## config.mk

```make
export PLATFORM = sky130hd
export DESIGN_NAME = if_id_queue
export DESIGN_NICKNAME = d
export VERILOG_FILES = /design/src/rtl/ifid_pkg.sv /design/src/rtl/ifid_fifo_ctrl.sv /design/src/rtl/if_id_queue.sv
export SDC_FILE = /design/constraint.sdc
export NUM_CORES = 1
export LEC_CHECK = 0
export ABC_AREA = 1
export BUFFER_PORTS_ARGS = -buffer_cell sky130_fd_sc_hd__buf_4
export CAP_MARGIN = 5
export CORE_AREA = 2 2 150 93
export DETAILED_ROUTE_END_ITERATION = 6
export DIE_AREA = 0 0 152 95
export PLACE_DENSITY_LB_ADDON = 0.1
export SLEW_MARGIN = 5
export SYNTH_ARGS = -nofsm -noshare
export SYNTH_HDL_FRONTEND = slang
export SYNTH_SLANG_ARGS = --single-unit
```

## constraint.sdc

```tcl
create_clock -name clk -period 1.64 [get_ports clk]
set_input_delay 0.246 -clock clk [delete_from_list [all_inputs] [get_ports clk]]
set_output_delay 0.246 -clock clk [all_outputs]
set_load 0.005 [all_outputs]
```

## src/rtl/ifid_pkg.sv

```systemverilog
// ifid_pkg: shared widths, NOP encoding and entry type for the IF/ID decoupling queue.
package ifid_pkg;
    localparam int DEF_PC_W    = 32;
    localparam int DEF_INSTR_W = 32;
    localparam logic [31:0] NOP_INSTR = 32'h0000_0000;
    typedef struct packed {
        logic [DEF_PC_W-1:0]    pc;
        logic [DEF_INSTR_W-1:0] instr;
    } fetch_entry_t;
endpackage

```

## src/rtl/ifid_fifo_ctrl.sv

```systemverilog
// ifid_fifo_ctrl: circular-buffer pointers and occupancy; flush overrides push/pop.
module ifid_fifo_ctrl #(
    parameter int DEPTH = 2,
    parameter int AW    = $clog2(DEPTH),
    parameter int CW    = $clog2(DEPTH + 1)
) (
    input  logic          clk,
    input  logic          reset,
    input  logic          push,
    input  logic          pop,
    input  logic          flush,
    output logic [AW-1:0] rd_ptr,
    output logic [AW-1:0] wr_ptr,
    output logic [CW-1:0] count,
    output logic          full,
    output logic          empty
);
    localparam logic [CW-1:0] FULL_CNT = CW'(DEPTH);
    logic do_push, do_pop;
    assign full    = count == FULL_CNT;
    assign empty   = count == '0;
    assign do_push = push && !full;
    assign do_pop  = pop && !empty;
    // Power-of-two depth lets the pointers wrap by natural overflow.
    always_ff @(posedge clk or negedge reset) begin
        if (!reset) begin
            rd_ptr <= '0;
            wr_ptr <= '0;
            count  <= '0;
        end else if (flush) begin
            rd_ptr <= '0;
            wr_ptr <= '0;
            count  <= '0;
        end else begin
            if (do_push) wr_ptr <= wr_ptr + AW'(1);
            if (do_pop)  rd_ptr <= rd_ptr + AW'(1);
            count <= count + CW'(do_push) - CW'(do_pop);
        end
    end
endmodule

```

## src/rtl/if_id_queue.sv

```systemverilog
// if_id_queue: in-order {pc, instr} queue between fetch and decode with flush.
// Define IFID_BYPASS_EN to pass an entry straight through when the queue is empty.
module if_id_queue
    import ifid_pkg::*;
#(
    parameter int DEPTH   = 2,
    parameter int PC_W    = DEF_PC_W,
    parameter int INSTR_W = DEF_INSTR_W
) (
    input  logic                       clk,
    input  logic                       reset,
    input  logic                       in_valid,
    output logic                       in_ready,
    input  logic [PC_W-1:0]            in_pc,
    input  logic [INSTR_W-1:0]         in_instr,
    output logic                       out_valid,
    input  logic                       out_ready,
    output logic [PC_W-1:0]            out_pc,
    output logic [INSTR_W-1:0]         out_instr,
    input  logic                       flush,
    output logic [$clog2(DEPTH+1)-1:0] count
);
    localparam int AW = $clog2(DEPTH);
    typedef struct packed {
        logic [PC_W-1:0]    pc;
        logic [INSTR_W-1:0] instr;
    } entry_t;
    entry_t        mem [DEPTH];
    logic [AW-1:0] rd_ptr, wr_ptr;
    logic          full, empty, push, pop, byp;
`ifdef IFID_BYPASS_EN
    assign byp = empty && in_valid && !flush;
`else
    assign byp = 1'b0;
`endif
    assign in_ready  = !full;
    assign out_valid = !empty || byp;
    assign pop       = out_ready && !empty && !flush;
    // A bypassed entry consumed in the same cycle never touches storage.
    assign push      = in_valid && !full && !flush && !(byp && out_ready);
    ifid_fifo_ctrl #(.DEPTH(DEPTH)) u_ctrl (
        .clk    (clk),
        .reset  (reset),
        .push   (push),
        .pop    (pop),
        .flush  (flush),
        .rd_ptr (rd_ptr),
        .wr_ptr (wr_ptr),
        .count  (count),
        .full   (full),
        .empty  (empty)
    );
    always_ff @(posedge clk or negedge reset) begin
        if (!reset) begin
            for (int i = 0; i < DEPTH; i++) mem[i] <= '0;
        end else if (push) begin
            mem[wr_ptr] <= '{pc: in_pc, instr: in_instr};
        end
    end
    assign out_pc    = !out_valid ? '0 : byp ? in_pc : mem[rd_ptr].pc;
    assign out_instr = !out_valid ? INSTR_W'(NOP_INSTR) : byp ? in_instr : mem[rd_ptr].instr;
endmodule
```

==> flow_summary.toml, run 1 <==
[outcome]
status = "finished with violations"
failed_checks = "setup timing"

[grt]
grt_pass1_vias = 6461
grt_usage_pct = 29.6
antenna_found_initial = 0
grt_max_degree = 73
overflow = 0
grt_pass1_wl_mm = 33.4

[sta]
finalMaxSlewViolations = 0
slew_headroom_pct = 68.0
max_freq_mhz = 534
fin_crit_sh_pct = 114
worst-slew-pin-transition_ps = 481
tns_ps = -9550
setup_viol = 65
setup_slack_ps = -233
grt_setup_unrepaired = "true"
min_period_ps = 1870
hold_viol_final = 0
fin_skew_ps = 10.2

[die]
std_cell_rows = 33
coreArea_sq_um = 13300
chipHeight_microns = 95
initial_utilization_pct = 48.4
die-area_sq_um = 14400
die_x_microns = 152
ios = 137

[logic_synthesis]
synth_area_sq_um = 6420
avgSynthCellArea_sq_um = 7.86
synth_seq_cells = 132
syn_nets = 887
ys.warnings.count = 0
synth_seq_area_share_pct = 51.5
yosysUniqueCellTypes = 17
netlist_instances = 816

[detailed_routing]
wirelength_mm = 22.0
wire_per_inst_microns = 19.3
first_pass_iters = 5
final_antenna_net_count = 0
via_count = 6647
avgViaCountPerCell = 5.82
drt_iter0_markers = 642
route.detailed.drc = 0

[worst_setup_path]
required_ps = 1390
r2r-start = "u_ctrl.count[0]"
critPathMaxStageDelay_ps = 440
critical_path_buf_inv_count = 4
crit_path_end_kind = "output port"
worstPathCellList = "clkinv_4 -> buf_6 -> clkbuf_16 -> nand2_1 -> a21oi_1 -> buf_4"
crit_start = "u_ctrl.rd_ptr"
cp.arrival_ps = 1630
startpoint_type = "register"
critPathKind = "reg2out"
crit_slowest_cell = "dfrtp_2"
path_max_fanout = 8
cpLargestDelayFamily = "buffers and inverters"

[layout]
nets = 1026
syn_to_final_growth_pct = 44.6
fillerInstances = 1035
multi_input_comb_area_sq_um = 3170
antennaDiodeCount = 0
fin_area_sq_um = 9280
drive_gt1_share_pct = 35.0
final_cells = 1143
utilization_pct = 70.0
seq_area_sq_um = 3310

[job]
maxCapViolCount = 0

[cts]
cts_sinks = 132
clk_pin_slew_ps = 60
clk_latency_ps = 420
h-tree-depth = 4
tritoncts = "done"
root_buffer = "clkbuf_16"
ctsLongestPathBuffers = 2
cts_buffers = 17

[min_path]
holdCritPathClass = "in2reg"
hold_start = "flush"

[placement]
dp.cells = 1080
preCtsSetupSlack_ps = 118
dp.final_hpwl_mm = 11.3
io_buffer_count = 136
place_congestion = 0.819
placed_area_sq_um = 7630

[pwr]
leakage_nw = 4.63
max-vdd-ir-drop_v = 0.000680
power_per_cell_area_nw_per_um2 = 1440
==> per-layer routing <==
| layer | wire length [microns] | global-route usage (%) |
|---|---|---|
| met2 | 10300 | 45.6 |
| met4 | 510 | 11.3 |
| met1 | 9280 | 40.7 |
| met3 | 2000 | 7.48 |
| met5 | 0 | 0 |
==> path summary, 6_finish.rpt <==
path                                         to  slack [ps]  depth (start not counted)
worst min-delay path            u_ctrl.count[0]          50                          2
worst max-delay path                 out_pc[11]        -230                          6
worst min register to register          mem[48]         470                          2
max in group asynchronous               mem[30]         710                          3
worst max register to register  u_ctrl.count[1]          10                         11
min in group asynchronous              mem[105]         270                          2
==> registers in the layout, summed over array words and instances, names as in the netlist <==
| name | flops |
|---|---|
| mem | 128 |
| u_ctrl.count | 2 |
| u_ctrl.rd_ptr | 1 |
| u_ctrl.wr_ptr | 1 |
==> what timing repair did <==
item | 4_1_cts | 5_1_grt
hold buffers | 1 | 0
setup buffers | 7 | 16
hold endpoints to repair | 17 | 0
setup endpoints to repair | 65 | 119
pin swaps | 2 | 29
gates resized for setup | 72 | 100
gates cloned | 8 | 4
==> placed cells by master, fill, tap and decap left out, types with 4 or more instances in the layout <==
master	synthesis	layout
buf_16	0	4
buf_6	2	9
inv_1	9	6
buf_12	0	17
clkinv_2	0	6
a21oi_2	0	60
buf_4	6	154
nand4_1	128	128
clkbuf_16	0	21
dfrtp_1	132	130
nand2_4	0	23
nand2_1	392	351
nand2_2	1	18
a21oi_1	66	5
==> cell type report <==
cell class                      instances  area share, %
Sequential cell                       132           35.6
Multi-Input combinational cell        599           34.2
Timing Repair Buffer                  194           21.0
Clock buffer                           22           5.11
Tap cell                              175           2.36
Clock inverter                         10           1.13
Inverter                               11          0.580
==> metrics by stage <==
| step | hold WS (ps) | total power [mW] |
|---|---|---|
| 2_1_floorplan | -49.6 | 6.83 |
| 6_report | 46.9 | 13.4 |
| 4_1_cts | 22.3 | 12.8 |
| 3_3_place_gp | 158 | 8.16 |
| 5_1_grt | 39.1 | 14.1 |
| 3_5_place_dp | 162 | 8.31 |
==> kinds of logic (layout without fill, tap and decap cells) <==
group,count (synthesis),after routing,share of synthesized area [%]
AO/OA/AOI/OAI,66,66,5.15
AND/OR/NAND/NOR,531,531,36.4
flip-flops,132,132,51.5
buffers and inverters,85,237,6.59
adder cells (fa/ha/maj),2,2,0.390
==> cells in the mapped netlist <==
master / number / area share (%)
buf_4: 6 / 0.70
nand2_1: 392 / 23
inv_2: 2 / 0.12
nand3_1: 4 / 0.31
clkbuf_1: 12 / 0.70
inv_1: 9 / 0.53
nand2_2: 1 / 0.098
nor2_4: 1 / 0.18
nand3_2: 1 / 0.16
buf_6: 2 / 0.35
nand4_1: 128 / 12
nor2_1: 4 / 0.23
buf_2: 53 / 4.1
dfrtp_1: 132 / 51
ha_1: 2 / 0.39
a21oi_1: 66 / 5.1
buf_1: 1 / 0.058
==> where the power goes <==
part           switching [mW]  leakage [nW]  internal [mW]
clock                    1.40         0.285           2.34
sequential              0.715          1.65           4.36
combinational            2.52          2.70           2.05
Power figures use the tool's default switching activity.
==> inputs of run 2 (changes only) <==
--- a/config.mk
+++ b/config.mk
@@ -8,10 +8,11 @@
 export ABC_AREA = 1
 export BUFFER_PORTS_ARGS = -buffer_cell sky130_fd_sc_hd__buf_4
 export CAP_MARGIN = 5
-export CORE_AREA = 2 2 150 93
+export CORE_AREA = 2 2 178 110
 export DETAILED_ROUTE_END_ITERATION = 6
-export DIE_AREA = 0 0 152 95
+export DIE_AREA = 0 0 180 112
 export PLACE_DENSITY_LB_ADDON = 0.1
+export REMOVE_ABC_BUFFERS = 1
 export SLEW_MARGIN = 5
 export SYNTH_ARGS = -nofsm -noshare
 export SYNTH_HDL_FRONTEND = slang
==> flow_summary.toml, run 2 (synthesis results as in run 1) <==
[outcome]
failed_checks = "setup timing"
status = "finished with violations"

[grt]
overflow = 0
grt_pass1_vias = 5936
grt_usage_pct = 21.7
grt_max_degree = 68
antenna_found_initial = 0
grt_pass1_wl_mm = 34.4

[detailed_routing]
avgViaCountPerCell = 5.15
first_pass_iters = 5
wirelength_mm = 22.1
wire_per_inst_microns = 18.2
final_antenna_net_count = 0
drt_iter0_markers = 446
via_count = 6252
route.detailed.drc = 0

[layout]
regMostFlops = "mem"
antennaDiodeCount = 0
layout_commonest_cell = "nand2_1"
layout_common_cells = "364 x nand2_1, 153 x buf_4, 130 x dfrtp_1"
top_regs = "mem (128), u_ctrl.count (2)"
largest_reg_flops = 128
nets = 1026
syn_to_final_growth_pct = 45.3
final_cells = 1214
drive_gt1_share_pct = 32.3
fillerInstances = 1811
fin_area_sq_um = 9320
utilization_pct = 50.1

[sta]
fin_crit_sh_pct = 109
max_freq_mhz = 557
grt_setup_unrepaired = "true"
fin_skew_ps = 7.57
finalMaxSlewViolations = 0
holdWs_ps = 24.3
min_period_ps = 1800
setup_slack_ps = -155
hold_viol_final = 0
worst-slew-pin-transition_ps = 620
setup_viol = 64
slew_headroom_pct = 58.7

[cts]
clk_pin_slew_ps = 60
cts_sinks = 132
root_buffer = "clkbuf_16"
h-tree-depth = 4
clk_latency_ps = 420
cts_buffers = 17
ctsLongestPathBuffers = 2
tritoncts = "done"

[worst_setup_path]
startpoint_type = "register"
reg2reg_slack_ps = 130
required_ps = 1390
reg2regPathDepth = 8
path_max_fanout = 7
r2r-start = "u_ctrl.count[0]"
crit_path_end_kind = "output port"
cp.arrival_ps = 1550
critPathKind = "reg2out"
regToRegEndpoint = "mem[18]"

[die]
std_cell_rows = 39
die_x_microns = 180
initial_utilization_pct = 34.5
ios = 137
chipHeight_microns = 112
coreArea_sq_um = 18600
die-area_sq_um = 20200

[min_path]
hold_start = "flush"
hold_end = "u_ctrl.count[0]"
holdCritPathClass = "in2reg"
min_path_cells = 2

[placement]
dp.cells = 1155
place_congestion = 0.760
io_buffer_count = 136
dp.final_hpwl_mm = 12.0
placed_area_sq_um = 7800

[pwr]
total_power_mw = 13.7
leakage_nw = 4.61
max-vdd-ir-drop_v = 0.000669
power_per_cell_area_nw_per_um2 = 1470

[job]
maxCapViolCount = 0
==> run 2: cell type report <==
class / count / area, sq um / share of cell area, %
sequential: 132 / 3310 / 35.5
timing repair buffer: 194 / 1950 / 20.9
tap: 246 / 308 / 3.30
inverter: 11 / 53.8 / 0.577
multi-input combinational: 599 / 3050 / 32.7
clock buffer: 21 / 460 / 4.94
clock inverter: 11 / 199 / 2.13
==> run 2: worst max-delay path by stage <==
stage	cells after the start	from	slack [ps]	to
final	6	u_ctrl.rd_ptr	-160	out_pc[17]
after global routing	6	u_ctrl.rd_ptr	-230	out_instr[8]
after CTS	6	u_ctrl.rd_ptr	-220	out_instr[10]
after detailed placement	7	u_ctrl.count[1]	170	out_pc[28]
after global placement	7	u_ctrl.count[1]	170	out_pc[28]
after floorplan	4	u_ctrl.wr_ptr	-2330	mem[100]
==> run 2: critical path, cell delays in order, from the launching register on <==
cell,delay [ps]
dfrtp_2,450
clkinv_4,120
buf_12,150
buf_6,110
nand2_4,40
a21oi_2,140
buf_4,130
==> run 2: metrics by stage <==
step	worst slack, ps	TNS, ps
2_1_floorplan	-2330	-302600
3_3_place_gp	167	0
3_5_place_dp	173	0
4_1_cts	-218	-11720
5_1_grt	-228	-12370
6_report	-155	-7670
==> run 2: timing repair <==
action                                  in CTS  in global routing
endpoints found under the setup margin      65                 69
gates resized for setup                     61                 62
cloned                                       6                  7
hold buffers                                 1                  0
buffers inserted                            10                  6
pin swaps                                    6                 14
hold endpoints to repair                    14                  0
==> run 2: report_power, final <==
group | total [mW] | internal [mW] | switching, mW
clock | 4.30 | 2.79 | 1.50
combinational | 4.45 | 2.01 | 2.44
sequential | 5.00 | 4.35 | 0.649
total | 13.7 | 9.15 | 4.59
==> run 2: metal layers <==
layer / part of all wire [%] / track usage [%]
met5: 0 / 0
met4: 0.64 / 4.77
met3: 6.4 / 5.27
met2: 42 / 31.0
met1: 51 / 33.1
==> inputs of run 3 (changes only) <==
--- a/config.mk
+++ b/config.mk
@@ -9,6 +9,7 @@
 export BUFFER_PORTS_ARGS = -buffer_cell sky130_fd_sc_hd__buf_4
 export CAP_MARGIN = 5
 export CORE_AREA = 2 2 178 110
+export CTS_BUF_LIST = sky130_fd_sc_hd__clkbuf_16
 export DETAILED_ROUTE_END_ITERATION = 6
 export DIE_AREA = 0 0 180 112
 export PLACE_DENSITY_LB_ADDON = 0.1
==> flow_summary.toml, run 3 (synthesis results as in run 1) <==
[die]
die-area_sq_um = 20200
chipHeight_microns = 112
initial_utilization_pct = 34.5
ios = 137
std_cell_rows = 39
die_x_microns = 180
coreArea_sq_um = 18600

[worst_setup_path]
required_ps = 1390
regToRegEndpoint = "mem[18]"
reg2regPathDepth = 8
reg2reg_slack_ps = 140
crit_start = "u_ctrl.count[1]"
startpoint_type = "register"
critPathKind = "reg2out"
crit_path_end_kind = "output port"
cp.arrival_ps = 1550
r2r-start = "u_ctrl.count[0]"
path_max_fanout = 6

[layout]
nets = 1026
top_regs = "mem (128), u_ctrl.count (2)"
regMostFlops = "mem"
fillerInstances = 1810
final_cells = 1214
largest_reg_flops = 128
layout_commonest_cell = "nand2_1"
syn_to_final_growth_pct = 44.9
drive_gt1_share_pct = 32.1
layout_common_cells = "364 x nand2_1, 153 x buf_4, 130 x dfrtp_1"
antennaDiodeCount = 0
utilization_pct = 50.0

[outcome]
failed_checks = "setup timing"
status = "finished with violations"

[cts]
h-tree-depth = 4
clk_latency_ps = 420
tritoncts = "done"
root_buffer = "clkbuf_16"
clk_pin_slew_ps = 60
cts_buffers = 17
cts_sinks = 132
ctsLongestPathBuffers = 2

[detailed_routing]
via_count = 6231
wire_per_inst_microns = 18.1
final_antenna_net_count = 0
wirelength_mm = 22.0
avgViaCountPerCell = 5.13
drt_iter0_markers = 472
first_pass_iters = 5
route.detailed.drc = 0

[pwr]
max-vdd-ir-drop_v = 0.000682
leakage_nw = 4.61
power_per_cell_area_nw_per_um2 = 1460

[grt]
grt_max_degree = 68
grt_pass1_vias = 5940
antenna_found_initial = 0
overflow = 0
grt_usage_pct = 21.8
grt_pass1_wl_mm = 34.5

[min_path]
hold_start = "flush"
hold_end = "u_ctrl.count[0]"
holdCritPathClass = "in2reg"
min_path_cells = 2

[placement]
place_congestion = 0.760
io_buffer_count = 136
dp.final_hpwl_mm = 12.0
dp.cells = 1155
preCtsSetupSlack_ps = 173

[sta]
min_period_ps = 1800
fin_skew_ps = 5.58
slew_headroom_pct = 59.4
fin_crit_sh_pct = 110
setup_viol = 64
grt_setup_unrepaired = "true"
setup_slack_ps = -159
finalMaxSlewViolations = 0
max_freq_mhz = 556
worst-slew-pin-transition_ps = 609
hold_viol_final = 0

[job]
maxCapViolCount = 0
==> run 3: cell types whose count changed in the layout (fill, tap and decap cells not counted), sizes merged <==
cell / previous run / this run
clkinv: 3 / 5
clkbuf: 27 / 23
inv: 11 / 13
==> run 3: worst max-delay path, cell delays in order (launching register included) <==
cell and delay [ps]:
dfrtp_1 360, inv_2 60, nand2_4 100, inv_8 60, buf_12 140, clkbuf_16 160
a21oi_2 120, buf_4 120
==> run 3: how the worst max path moves through the flow <==
stage	end	slack, ps
finish	out_pc[30]	-160
detailed placement	out_pc[28]	170
global placement	out_pc[28]	170
CTS	out_instr[10]	-220
global route	out_instr[8]	-230
floorplan	mem[100]	-2330
==> run 3: per-layer routing <==
| layer | vias to the layer above | part of all wire (%) | track usage [%] |
|---|---|---|---|
| met2 | 214 | 42 | 31.1 |
| met1 | 2983 | 51 | 32.8 |
| met4 | 0 | 1.1 | 5.75 |
| met5 | - | 0 | 0 |
| li1 | 3012 | - | - |
| met3 | 22 | 6.6 | 5.40 |
==> run 3: area by class of cell <==
type / instances / area (sq um) / share of cell area, %
flip-flops and latches: 132 / 3310 / 35.6
multi-input cells: 599 / 3050 / 32.8
repair buffers: 194 / 1940 / 20.9
clock buffers: 17 / 425 / 4.58
well taps: 246 / 308 / 3.31
clock inverters: 15 / 214 / 2.30
inverters: 11 / 53.8 / 0.579
==> run 3: repair_timing <==
| action | CTS | global route |
|---|---|---|
| hold endpoints to repair | 14 | 0 |
| setup endpoints to repair | 65 | 69 |
| pin swaps | 6 | 14 |
| hold buffers | 1 | 0 |
| resized for setup | 61 | 61 |
| gates cloned | 6 | 7 |
| buffers inserted | 10 | 6 |
==> run 3: per-stage QoR <==
step / power [mW] / TNS [ps] / area, sq um / hold slack, ps
6_report: 13.6 / -8080 / 9300 / 18.1
5_1_grt: 14.5 / -12560 / 9300 / 14.1
4_1_cts: 13.2 / -11960 / 8950 / 4.65
3_5_place_dp: 8.43 / 0 / 7800 / 137
3_3_place_gp: 8.42 / 0 / 7800 / 139
2_1_floorplan: 6.65 / -302600 / 6030 / -49.6
==> run 3: report_power, final <==
| group | leakage, nW | switching, mW | internal (mW) |
|---|---|---|---|
| Combinational | 2.65 | 2.44 | 2.00 |
| Clock | 0.307 | 1.49 | 2.68 |
| Sequential | 1.65 | 0.648 | 4.35 |
